<file path="src/rtl/erv_pkg.sv">
// erv_pkg: definitions shared by the memory stage and its helpers.
//   - FLAG_LOAD / FLAG_STORE: bit positions inside the 17-bit control flags
//   - F3_*: funct3 access size/sign encodings
//   - mem_state_e: memory stage FSM states
//   - helpers mapping funct3/address to lane offset, byte enables and
//     replicated store data
package erv_pkg;

    localparam int FLAG_W     = 17;
    localparam int FLAG_LOAD  = 0;
    localparam int FLAG_STORE = 1;

    localparam logic [2:0] F3_B  = 3'b000;
    localparam logic [2:0] F3_H  = 3'b001;
    localparam logic [2:0] F3_W  = 3'b010;
    localparam logic [2:0] F3_BU = 3'b100;
    localparam logic [2:0] F3_HU = 3'b101;

    typedef enum logic {
        MEM_IDLE = 1'b0,
        MEM_BUSY = 1'b1
    } mem_state_e;

    typedef enum logic [1:0] {
        SZ_BYTE = 2'd0,
        SZ_HALF = 2'd1,
        SZ_WORD = 2'd2
    } mem_size_e;

    // Unused encodings (011/110/111) fall through to a full word access.
    function automatic mem_size_e size_of(input logic [2:0] f3);
        case (f3)
            F3_B, F3_BU: size_of = SZ_BYTE;
            F3_H, F3_HU: size_of = SZ_HALF;
            default:     size_of = SZ_WORD;
        endcase
    endfunction

    function automatic logic misaligned(input mem_size_e sz, input logic [1:0] a);
        case (sz)
            SZ_HALF: misaligned = a[0];
            SZ_WORD: misaligned = (a != 2'b00);
            default: misaligned = 1'b0;
        endcase
    endfunction

    // Lane offset with low bits dropped to the access's natural alignment.
    function automatic logic [1:0] natural_off(input mem_size_e sz, input logic [1:0] a);
        case (sz)
            SZ_BYTE: natural_off = a;
            SZ_HALF: natural_off = {a[1], 1'b0};
            default: natural_off = 2'b00;
        endcase
    endfunction

    function automatic logic [3:0] be_of(input mem_size_e sz, input logic [1:0] off);
        case (sz)
            SZ_BYTE: be_of = 4'b0001 << off;
            SZ_HALF: be_of = 4'b0011 << off;
            default: be_of = 4'b1111;
        endcase
    endfunction

    function automatic logic [31:0] wdata_of(input mem_size_e sz, input logic [31:0] d);
        case (sz)
            SZ_BYTE: wdata_of = {4{d[7:0]}};
            SZ_HALF: wdata_of = {2{d[15:0]}};
            default: wdata_of = d;
        endcase
    endfunction

endpackage

</file>
<file path="src/rtl/load_align.sv">
// load_align: combinational lane selection and extension of load data.
//   rdata  in  32  raw bus word
//   offset in  2   byte lane offset (already naturally aligned)
//   funct3 in  3   access size/sign (bit 2 set = zero-extend)
//   data   out 32  aligned, extended load result
module load_align
    import erv_pkg::*;
(
    input  logic [31:0] rdata,
    input  logic [1:0]  offset,
    input  logic [2:0]  funct3,
    output logic [31:0] data
);

    logic [7:0]  byte_v;
    logic [15:0] half_v;

    always_comb begin
        byte_v = 8'h00;
        half_v = 16'h0000;
        data   = rdata;
        case (offset)
            2'd0:    byte_v = rdata[7:0];
            2'd1:    byte_v = rdata[15:8];
            2'd2:    byte_v = rdata[23:16];
            default: byte_v = rdata[31:24];
        endcase
        half_v = offset[1] ? rdata[31:16] : rdata[15:0];
        case (size_of(funct3))
            SZ_BYTE: data = {{24{byte_v[7] & ~funct3[2]}}, byte_v};
            SZ_HALF: data = {{16{half_v[15] & ~funct3[2]}}, half_v};
            default: data = rdata;
        endcase
    end

endmodule

</file>
<file path="src/rtl/mem_stage.sv">
// mem_stage: pipeline memory stage with a single-outstanding data bus port.
//   clk, rst                 clock / async active-high reset
//   result_in, rd_in,        op from execute: ALU result or effective
//   flags_in, funct3_in,     address, destination, control flags,
//   store_data_in            access size/sign, store data
//   dbus_*                   registered data bus request, ack/rdata in
//   wb_data, wb_rd, wb_flags registered writeback (rd/flags 0 = bubble)
//   stall                    combinational hold request to upstream
//   misalign_trap, trap_addr misaligned access report
// Build option: MEM_MISALIGN_TRAP_EN turns misaligned half/word accesses
// into a one-cycle trap instead of forcing natural alignment.
//
// Handshake: an op is presented while IDLE; if it is a memory op the stage
// raises stall and upstream keeps its inputs unchanged. The bus request is
// held stable from BUSY entry until the cycle dbus_ack=1; that cycle stall
// drops and the writeback appears at the following edge.
// The internal signal `state` is the FSM state for checkers.
module mem_stage
    import erv_pkg::*;
(
    input  logic              clk,
    input  logic              rst,
    input  logic [31:0]       result_in,
    input  logic [4:0]        rd_in,
    input  logic [FLAG_W-1:0] flags_in,
    input  logic [2:0]        funct3_in,
    input  logic [31:0]       store_data_in,
    output logic              dbus_req,
    output logic              dbus_we,
    output logic [31:0]       dbus_addr,
    output logic [3:0]        dbus_be,
    output logic [31:0]       dbus_wdata,
    input  logic              dbus_ack,
    input  logic [31:0]       dbus_rdata,
    output logic [31:0]       wb_data,
    output logic [4:0]        wb_rd,
    output logic [FLAG_W-1:0] wb_flags,
    output logic              stall,
    output logic              misalign_trap,
    output logic [31:0]       trap_addr
);

    mem_state_e state, state_nx;

    logic      is_load_in, is_store_in, mem_op, trap_now;
    mem_size_e size_in;
    logic [1:0] off_in;

    // Op captured at BUSY entry.
    logic [4:0]        h_rd;
    logic [FLAG_W-1:0] h_flags;
    logic [31:0]       h_result;
    logic [2:0]        h_funct3;
    logic [1:0]        h_off;
    logic              h_load;
    logic [31:0]       load_data;

    assign is_load_in  = flags_in[FLAG_LOAD];
    assign is_store_in = flags_in[FLAG_STORE];
    assign mem_op      = is_load_in | is_store_in;
    assign size_in     = size_of(funct3_in);
    assign off_in      = natural_off(size_in, result_in[1:0]);

`ifdef MEM_MISALIGN_TRAP_EN
    assign trap_now = mem_op && misaligned(size_in, result_in[1:0]);
`else
    assign trap_now = 1'b0;
`endif

    always_ff @(posedge clk or posedge rst) begin
        if (rst) state <= MEM_IDLE;
        else     state <= state_nx;
    end

    always_comb begin
        state_nx = state;
        stall    = 1'b0;
        case (state)
            MEM_IDLE: begin
                if (mem_op && !trap_now) begin
                    state_nx = MEM_BUSY;
                    stall    = 1'b1;
                end
            end
            MEM_BUSY: begin
                if (dbus_ack) state_nx = MEM_IDLE;
                else          stall    = 1'b1;
            end
            default: state_nx = MEM_IDLE;
        endcase
        // Every output reads 0 while reset is asserted, stall included.
        if (rst) stall = 1'b0;
    end

    always_ff @(posedge clk or posedge rst) begin
        if (rst) begin
            dbus_req   <= 1'b0;
            dbus_we    <= 1'b0;
            dbus_addr  <= '0;
            dbus_be    <= '0;
            dbus_wdata <= '0;
            wb_data    <= '0;
            wb_rd      <= '0;
            wb_flags   <= '0;
            h_rd       <= '0;
            h_flags    <= '0;
            h_result   <= '0;
            h_funct3   <= '0;
            h_off      <= '0;
            h_load     <= 1'b0;
        end else begin
            // Bubble unless an op completes this cycle.
            wb_data  <= '0;
            wb_rd    <= '0;
            wb_flags <= '0;
            case (state)
                MEM_IDLE: begin
                    if (!mem_op) begin
                        wb_data  <= result_in;
                        wb_rd    <= rd_in;
                        wb_flags <= flags_in;
                    end else if (!trap_now) begin
                        dbus_req   <= 1'b1;
                        dbus_we    <= is_store_in;
                        dbus_addr  <= {result_in[31:2], 2'b00};
                        dbus_be    <= be_of(size_in, off_in);
                        dbus_wdata <= wdata_of(size_in, store_data_in);
                        h_rd       <= rd_in;
                        h_flags    <= flags_in;
                        h_result   <= result_in;
                        h_funct3   <= funct3_in;
                        h_off      <= off_in;
                        h_load     <= is_load_in;
                    end
                end
                MEM_BUSY: begin
                    if (dbus_ack) begin
                        dbus_req   <= 1'b0;
                        dbus_we    <= 1'b0;
                        dbus_addr  <= '0;
                        dbus_be    <= '0;
                        dbus_wdata <= '0;
                        wb_data    <= h_load ? load_data : h_result;
                        wb_rd      <= h_rd;
                        wb_flags   <= h_flags;
                    end
                end
                default: ;
            endcase
        end
    end

    load_align u_load_align (
        .rdata  (dbus_rdata),
        .offset (h_off),
        .funct3 (h_funct3),
        .data   (load_data)
    );

`ifdef MEM_MISALIGN_TRAP_EN
    logic        trap_q;
    logic [31:0] trap_addr_q;

    always_ff @(posedge clk or posedge rst) begin
        if (rst) begin
            trap_q      <= 1'b0;
            trap_addr_q <= '0;
        end else begin
            trap_q      <= (state == MEM_IDLE) && trap_now;
            trap_addr_q <= ((state == MEM_IDLE) && trap_now) ? result_in : 32'h0;
        end
    end

    assign misalign_trap = trap_q;
    assign trap_addr     = trap_addr_q;
`else
    assign misalign_trap = 1'b0;
    assign trap_addr     = '0;
`endif

endmodule

</file>
<file path="config.mk">
export PLATFORM = sky130hd
export DESIGN_NAME = mem_stage
export DESIGN_NICKNAME = d
export VERILOG_FILES = /design/src/rtl/erv_pkg.sv /design/src/rtl/load_align.sv /design/src/rtl/mem_stage.sv
export SDC_FILE = /design/constraint.sdc
export NUM_CORES = 1
export LEC_CHECK = 0
export CORE_MARGIN = 3
export CORE_UTILIZATION = 40
export CTS_BUF_LIST = sky130_fd_sc_hd__clkbuf_8
export CTS_CLUSTER_SIZE = 25
export DETAILED_ROUTE_END_ITERATION = 6
export PLACE_DENSITY_LB_ADDON = 0.15
export SYNTH_ARGS = -nofsm -noshare
export SYNTH_HDL_FRONTEND = slang
export SYNTH_SLANG_ARGS = --single-unit
</file>
<file path="constraint.sdc">
create_clock -name clk -period 8.6 [get_ports clk]
set_input_delay 1.29 -clock clk [delete_from_list [all_inputs] [get_ports clk]]
set_output_delay 1.29 -clock clk [all_outputs]
set_load 0.02 [all_outputs]
</file>
After elaboration in Yosys (flattened, before gate mapping)
Cells that the tools add are included.

Shift-type cells: 2. Reduce and logical (&&, ||, !) cells: 11. Bitwise logic cells: 5. Mux-type cells: 35. Eq/ne operators: 12.

Operators by type and width (number): one-hot mux 32 bit (2 select lines) (5); 2-to-1 mux 32 bit (6); 2-to-1 mux 17 bit (2); one-hot mux 17 bit (2 select lines) (1); one-hot mux 8 bit (3 select lines) (1); 2-to-1 mux 16 bit (1); one-hot mux 4 bit (2 select lines) (2); == test 3 bit (second input constant) (4); one-hot mux 2 bit (2 select lines) (3); 2-to-1 mux 5 bit (2); one-hot mux 5 bit (2 select lines) (1); 2-to-1 mux 4 bit (2); OR reduction 2 bit (4); == test 2 x 1 -> 1 bit (second input constant) (3); == test 3 x 1 -> 1 bit (second input constant) (2); logical NOT 2 bit (3); logical NOT 3 bit (2); 2-to-1 mux 1 bit (6); one-hot mux 1 bit (2 select lines) (3); != test 2 bit (second input constant) (2); AND reduction 2 bit (2); left shift 1 x 2 -> 4 bit (first input constant) (1); left shift 2 x 2 -> 4 bit (first input constant) (1); bitwise AND 1 bit (2); 3 further kinds (4).

Input bits: 124. Output and inout bits: 158. Register bits: 185. Word-level logic and storage cells: 80.

Logic depth before layout (Yosys ltp)
Gate-level depths: netlist (run 1).

Depth after elaboration: 9. Depth in mapped cells: 8. Depth with buffers taken out: 4.

By module
From an unflattened synthesis (run 1), not the netlist that was laid out.

Cell total of the unflattened synthesis: 825. Area total of the unflattened synthesis: 8399.3 um^2.

Modules (own cells, without submodules): mem_stage (area each 7577.3 um^2, instances 1, sequential area each 4554.4 um^2, cells each 703); load_align (area each 822.0 um^2, instances 1, sequential area each 0.0 um^2, cells each 122).

Worst setup path before layout (run 1)
Ideal clock, no wire load.

Path type: input to output. Start: in dbus_ack. End: out stall. Slack: 5.160 ns. Data arrival time: 2.150 ns. Path buffers: 1. Stages on the path: 3. Data required time: 7.310 ns. Cells stage by stage: and2_1 clkbuf_1 nor3_1.

Word-level cells in the longest chain between the ends: 3.

RTL lines: start: declaration (RTL line mem_stage.sv:33) `input logic dbus_ack,`; 2-to-1 mux 1 bit (RTL line mem_stage.sv:86) `if (dbus_ack) state_nx = MEM_IDLE;`; one-hot mux 1 bit (2 select lines) (RTL line mem_stage.sv:78) `case (state)`; 2-to-1 mux 1 bit (RTL line mem_stage.sv:92) `if (rst) stall = 1'b0;`; end: declaration (RTL line mem_stage.sv:38) `output logic stall,`.

No other way between the ends.

Final worst setup path (run 1)
Start: in flags_in[0]. End: out stall.

Word-level cells in the longest chain between the ends: 4.

RTL lines: start: declaration (RTL line mem_stage.sv:25) `input logic [FLAG_W-1:0] flags_in,`; bitwise OR 1 bit (RTL line mem_stage.sv:60) `assign mem_op = is_load_in | is_store_in;`; 2-to-1 mux 1 bit (RTL line mem_stage.sv:80) `if (mem_op && !trap_now) begin`; one-hot mux 1 bit (2 select lines) (RTL line mem_stage.sv:78); 2-to-1 mux 1 bit (RTL line mem_stage.sv:92).

No other way between the ends.

==> impl_results.md, run 1 <==
* Status: complete, no violations
* Busiest layer in global routing: met2
* Critical Path Fanout Max at 61
* I/O pins at 282
* Clock group share of total power at 0.273
* First-pass GRT wire length at 35.8 mm
* Critical path's top delay family: buffers and inverters
* Setup violators final at 0
* CP dominant cell by count: clkdlybuf4s50_1
* CP max-delay cell: buf_4
* Largest net degree at the start of global routing at 102
* Post-CTS Setup Inserts at 0
* Area of the multi-input gates at 0.00306 mm2
* VDD IR-drop max at 0.0998 mV
* Min Hold Slack at 0.477 ns
* Synth top area share at 0.567
* Routed Antenna Nets at 0
* TritonCTS buffer count at 17
* Worst hold-check path type: reg2reg
* Final period utilization at 0.532
* CTS Hold Bufs at 0
* Initial antenna violation count at 1
* Die H at 148 um
* Post-synthesis sequential area ratio at 0.567
* FP Rows at 51
* Post-placement cell count at 1275
* Finished Layout Cells at 1307
* Met1 Use GR at 0.287
* 1st-pass router iterations at 7
* Register area at 0.00455 mm2
* DIE WIDTH at 148 um
* Buffer and inverter count on the worst path at 3
* Hold Crit Start: h_result[3]$_DFFE_PP0P_
* Skew final at 0.0115 ns
* Skew-Pair Late Insertion Delay at 0.46 ns
* Cell internal pwr at 1.65 mW
* Pwr Total at 2.45 mW
* Number of remaining DRC errors at 0
* Synth top area cells: dfrtp_1 57%, nand2_1 12%, a22o_1 4.1%, buf_4 3.5%, mux2i_1 2.4%
* Total GRT Usage at 0.209
* Fillcell total at 1804
* Post-CTS sizing at 0
* Pleak at 5.15 nW
* WL per Instance at 17.7 um
* Critical Path Source Type: input pin
* H-tree depth at 4
* Port Buffers at 246
* CTS tree: yes
* CTS root buf: clkbuf_8
* Routability congestion estimate from global placement at 0.849
* Ant diodes at 0
* Distinct cells, synth at 40
* Die area at 0.0218 mm2
* Worst setup EP type: output port
* Reg-to-reg critical path startpoint: state$_DFF_PP0_
* Cell count after synthesis at 812
* Grt met3 use at 0.0582
* Vias per cell at 5.04
* Most common cell after layout, fill and taps aside: nand2_1
* Initial DRC Count at 476
* Area growth syn-to-layout at 36.7%
* Max-Cap Viols at 0
* Setup Total Neg Slack at 0 ns
* CP startpoint: flags_in[0]
* Initial core utilization at 0.410
* Register share of total power at 0.441
* Clock slew at reported path FFs at 0.09 ns
* Number of synthesized register bits at 182
* Core area at 0.0196 mm2
* Max Root-Sink Buffers at 2
* Fin nets at 1153
* Min Clock Period, post-route at 4.57 ns
* Combinational cell fraction of total power at 0.286
* Slew headroom at 0.113
* Avg Cell Area, Syn at 9.89 um2
* Area leader, netlist: dfrtp_1
* Required @ worst endpoint at 7.31 ns
* YS warnings at 0
* DP HPWL at 15.6 mm
* DRT Wirelength at 23.1 mm
* Post-Synthesis Cell Area at 0.00803 mm2
* Met2 Usage GRT at 0.332
* Clock sink count at 182
* Vias in the first global route at 6258
* Power Density at 223 mW/mm2
* Endpoints failing hold at 0
* Sw Pwr at 0.797 mW
* Crit path kind: in2out
* RSZ-0062 raised after global routing: false
* Slew Limit Fails at 0
* Slew @ Worst Pin at 1.33 ns
* Crit path DAT at 3.28 ns
* Critical Path Max Stage Delay at 0.57 ns
* Critical-path cell list: clkdlybuf4s50_1 -> nor3_4 -> buf_4 -> nor3_1 -> clkdlybuf4s50_1
* Peak Freq at 219 MHz
* Vias at 6589
* Switching share of total power at 0.326
* Share of cells above drive strength 1 at 0.0701
* Gr ovfl total at 0
* Commonest non-fill, non-tap cells in the layout: 254 x nand2_1, 246 x clkdlybuf4s50_1, 182 x dfrtp_1
worst paths after layout:
kind	slack, ns	endpoint	depth (start not counted)
worst max-delay path	4.03	stall	5
worst min-delay path	0.48	h_result[3]$_DFFE_PP0P_	2
worst max register to register	5.78	dbus_addr[31]$_DFFE_PP0P_	4
worst min register to register	0.48	h_result[3]$_DFFE_PP0P_	2
max in group asynchronous	5.70	wb_data[30]$_DFF_PP0_	3
min in group asynchronous	1.35	wb_rd[3]$_DFF_PP0_	2
layer usage:
metal,up-vias,wire length [um]
li1,3129,-
met1,3154,10100
met2,287,10900
met3,17,1940
met4,2,215
met5,-,13
per-stage QoR:
stage | setup slack, ns | cell area, um2 | utilization
floorplan | 2.37 | 8160 | -
global route | 3.93 | 11000 | 0.561
global placement | 4.05 | 10500 | 0.537
CTS | 4.02 | 11000 | 0.561
detailed placement | 4.02 | 10500 | 0.537
finish | 4.03 | 11000 | 0.561
sequential cells by signal (all words and copies together) (netlist names), 2 cells and up:
name        count
h_flags        17
dbus_wdata     32
h_off           2
h_rd            5
wb_data        32
h_funct3        3
wb_rd           5
h_result       32
dbus_be         4
wb_flags       17
dbus_addr      30
final cells by class:
class | count | share of cell area
inverters | 12 | 0.00479
clock inverters | 14 | 0.0190
well taps | 265 | 0.0302
multi-input cells | 562 | 0.279
repair buffers | 254 | 0.230
flip-flops and latches | 182 | 0.415
clock buffers | 18 | 0.0226
Yosys cell counts, drive strengths merged:
| library cell | count |
|---|---|
| o311ai | 1 |
| and3 | 2 |
| nor2b | 23 |
| buf | 55 |
| a222oi | 16 |
| a31oi | 7 |
| conb | 1 |
| a2bb2oi | 7 |
| a22o | 38 |
| o31ai | 1 |
| nor2 | 9 |
| nand2b | 5 |
| dfrtp | 182 |
| and2 | 10 |
| o21ba | 1 |
| o211ai | 1 |
| nand3 | 20 |
| o22ai | 8 |
| o221a | 7 |
| nor3 | 3 |
| mux2 | 15 |
| o21bai | 1 |
| nand2 | 254 |
| clkbuf | 35 |
| a21oi | 16 |
| mux2i | 19 |
| a22oi | 1 |
| inv | 12 |
| or2 | 1 |
| o21ai | 61 |
tightest hold or removal path: stages (launching register included):
cell and delay, ns:
dfrtp_1 0.35, nand2_1 0.05, nand2_1 0.05
power by group through the flow:
stage                     clock network, mW  registers, mW  logic (mW)
after CTS                             0.686           1.08       0.707
after global placement                    0           1.09       0.699
final                                 0.669           1.08       0.699
after global routing                  0.720           1.10       0.757
after detailed placement                  0           1.10       0.704
after floorplan                           0           1.18       0.297
cells by family after synthesis:
logic type,share of synthesized area
and+or+nand+nor,0.171
DFF,0.567
AOI/OAI and AO/OA,0.146
buffers and inverters,0.0706
muxes,0.0447
other,0.000467
(Power assumes the default switching activity.)
==> run 2: changes to the inputs <==
clock period = 3.68 ns   (was 8.6 ns; I/O delays follow)
==> impl_results.md, run 2 (synthesized netlist as in run 1, its figures left out) <==
* Required @ worst endpoint at 3.13 ns (was 7.31 ns)
* Clock sink count at 182 (unchanged)
* Biggest regs: dbus_wdata x32, h_result x32, wb_data x32 (unchanged)
* Die H at 148 um (unchanged)
* Critical-path cell list: clkdlybuf4s50_1 -> nor3_4 -> nor3_1 -> clkdlybuf4s50_1 (was clkdlybuf4s50_1 -> nor3_4 -> buf_4 -> nor3_1 -> clkdlybuf4s50_1)
* Crit path kind: in2out (unchanged)
* Finished Layout Cells at 1311 (was 1307)
* Vias per cell at 5.04 (about the same)
* Port Buffers at 246 (unchanged)
* TritonCTS buffer count at 17 (unchanged)
* Post-CTS Setup Inserts at 0 (unchanged)
* Largest net degree at the start of global routing at 129 (was 102)
* Reg-to-reg critical path startpoint: h_off[1]$_DFFE_PP0P_ (was state$_DFF_PP0_)
* Final period utilization at 0.703
* Met2 wire len at 11.5 mm (was 10.9 mm)
* Worst hold endpoint: h_result[2]$_DFFE_PP0P_ (was h_result[3]$_DFFE_PP0P_)
* Total GRT Usage at 0.218 (was 0.209)
* Ant diodes at 0 (unchanged)
* R2R Setup Slk at 1.52 ns (was 5.78 ns)
* Critical Path Fanout Max at 4 (was 61)
* Commonest non-fill, non-tap cells in the layout: 254 x nand2_1, 246 x clkdlybuf4s50_1, 182 x dfrtp_1 (unchanged)
* Peak Freq at 387 MHz
* Core area at 0.0196 mm2 (unchanged)
* Power Density at 508 mW/mm2 (was 223 mW/mm2)
* Post-placement cell count at 1279 (was 1275)
* Met3 WL at 2.29 mm (was 1.94 mm)
* CP dominant cell by count: clkdlybuf4s50_1 (unchanged)
* Post-CTS sizing at 0 (unchanged)
* Slew headroom at 0.338 (was 0.113)
* Fillcell total at 1770 (was 1804)
* DRT Wirelength at 24.1 mm (was 23.1 mm)
* Critical path's top delay family: buffers and inverters (unchanged)
* Critical Path Source Type: input pin (unchanged)
* Skew final at 0.0199 ns (was 0.0115 ns)
* Setup violators final at 0 (unchanged)
* Vias at 6607 (was 6589)
* CTS root buf: clkbuf_8 (unchanged)
* Max Root-Sink Buffers at 2 (unchanged)
* Vias in the first global route at 6533 (was 6258)
* Max-Cap Viols at 0 (unchanged)
* Skew-Pair Late Insertion Delay at 0.47 ns (was 0.46 ns)
* Worst R2R End: wb_data[24]$_DFF_PP0_ (was dbus_addr[31]$_DFFE_PP0P_)
* CP max-delay cell: clkdlybuf4s50_1 (was buf_4)
* CTS tree: yes (unchanged)
* Metal-1 WL at 10.1 mm (about the same)
* Min Clock Period, post-route at 2.59 ns
* Slew @ Worst Pin at 0.993 ns (was 1.33 ns)
* DIE WIDTH at 148 um (unchanged)
* Die area at 0.0218 mm2 (unchanged)
* RSZ-0062 raised after global routing: false (unchanged)
* Slew Limit Fails at 0 (unchanged)
* FP Rows at 51 (unchanged)
* Most common cell after layout, fill and taps aside: nand2_1 (unchanged)
* CTS Hold Bufs at 0 (unchanged)
* Initial antenna violation count at 0 (was 1)
* VDD IR-drop max at 0.245 mV (was 0.0998 mV)
* Min Hold Slack at 0.477 ns (about the same)
* Crit path DAT at 2.04 ns (was 3.28 ns)
* Initial DRC Count at 514 (was 476)
* Worst hold-check path type: reg2reg (unchanged)
* Area growth syn-to-layout at 36.9% (was 36.7%)
* I/O pins at 282 (unchanged)
* Pwr Total at 5.59 mW (was 2.45 mW)
* Share of cells above drive strength 1 at 0.0736 (was 0.0701)
* Hold Crit Start: h_result[2]$_DFFE_PP0P_ (was h_result[3]$_DFFE_PP0P_)
* Routed Antenna Nets at 0 (unchanged)
* Endpoints failing hold at 0 (unchanged)
* Setup Total Neg Slack at 0 ns (unchanged)
* Initial core utilization at 0.410 (unchanged)
* Number of remaining DRC errors at 0 (unchanged)
* Hold path depth at 2 (unchanged)
* Critical Path Max Stage Delay at 0.63 ns (was 0.57 ns)
* Fin nets at 1157 (was 1153)
* First-pass GRT wire length at 36.8 mm (was 35.8 mm)
* WL per Instance at 18.4 um (was 17.7 um)
* Worst setup EP type: output port (unchanged)
* H-tree depth at 4 (unchanged)
* Status: complete, no violations (unchanged)
* Reg2Reg Depth at 4 (unchanged)
* Clock slew at reported path FFs at 0.10 ns (was 0.09 ns)
* Routability congestion estimate from global placement at 0.802 (was 0.849)
* DP HPWL at 16.5 mm (was 15.6 mm)
* Max layer used: met4 (was met5)
* Pleak at 5.15 nW (about the same)
* Buffer and inverter count on the worst path at 2 (was 3)
* 1st-pass router iterations at 7 (unchanged)
* Gr ovfl total at 0 (unchanged)
## run 2: changes by cell type in the layout (fill, tap and decap cells not counted), sizes merged
cell      before  now
buf            8   12
bufinv         4    1
clkinv         3    4
clkinvlp       0    3
inv           19   18
## run 2: routing by layer
layer,vias up,global-route usage
li1,3122,-
met1,3208,0.282
met2,258,0.356
met3,19,0.0733
met4,0,0.0527
met5,-,0
## run 2: how the worst max path moves through the flow
stage	start	end	slack (ns)	cells after the start
5_1_grt	flags_in[0]	stall	0.99	4
3_3_place_gp	flags_in[0]	stall	1.10	4
6_report	flags_in[0]	stall	1.09	4
3_5_place_dp	flags_in[0]	stall	1.08	4
2_1_floorplan	rst	dbus_addr[10]$_DFFE_PP0P_	0.79	1
4_1_cts	flags_in[0]	stall	1.08	4
## run 2: cell type report
class	count	area, um2	share of cell area
flip-flops and latches	182	4550	0.414
clock buffers	18	248	0.0225
repair buffers	258	2590	0.236
well taps	265	332	0.0302
inverters	12	48.8	0.00444
multi-input cells	562	3060	0.279
clock inverters	14	160	0.0146
## run 2: through the flow
step	area (um2)	util	setup WS [ns]
detailed placement	10600	0.541	1.08
CTS	11000	0.561	1.08
finish	11000	0.561	1.09
floorplan	8170	-	0.791
global route	11000	0.561	0.994
global placement	10600	0.541	1.10
## run 2: power by group
group | switching (mW) | total [mW] | internal, mW
logic | 0.890 | 1.65 | 0.761
clock network | 0.808 | 1.39 | 0.587
registers | 0.213 | 2.54 | 2.33
## run 2: tightest hold or removal path, cell delays in order, from the launching register on
cell	delay, ns
dfrtp_1	0.35
nand2_1	0.05
nand2_1	0.05
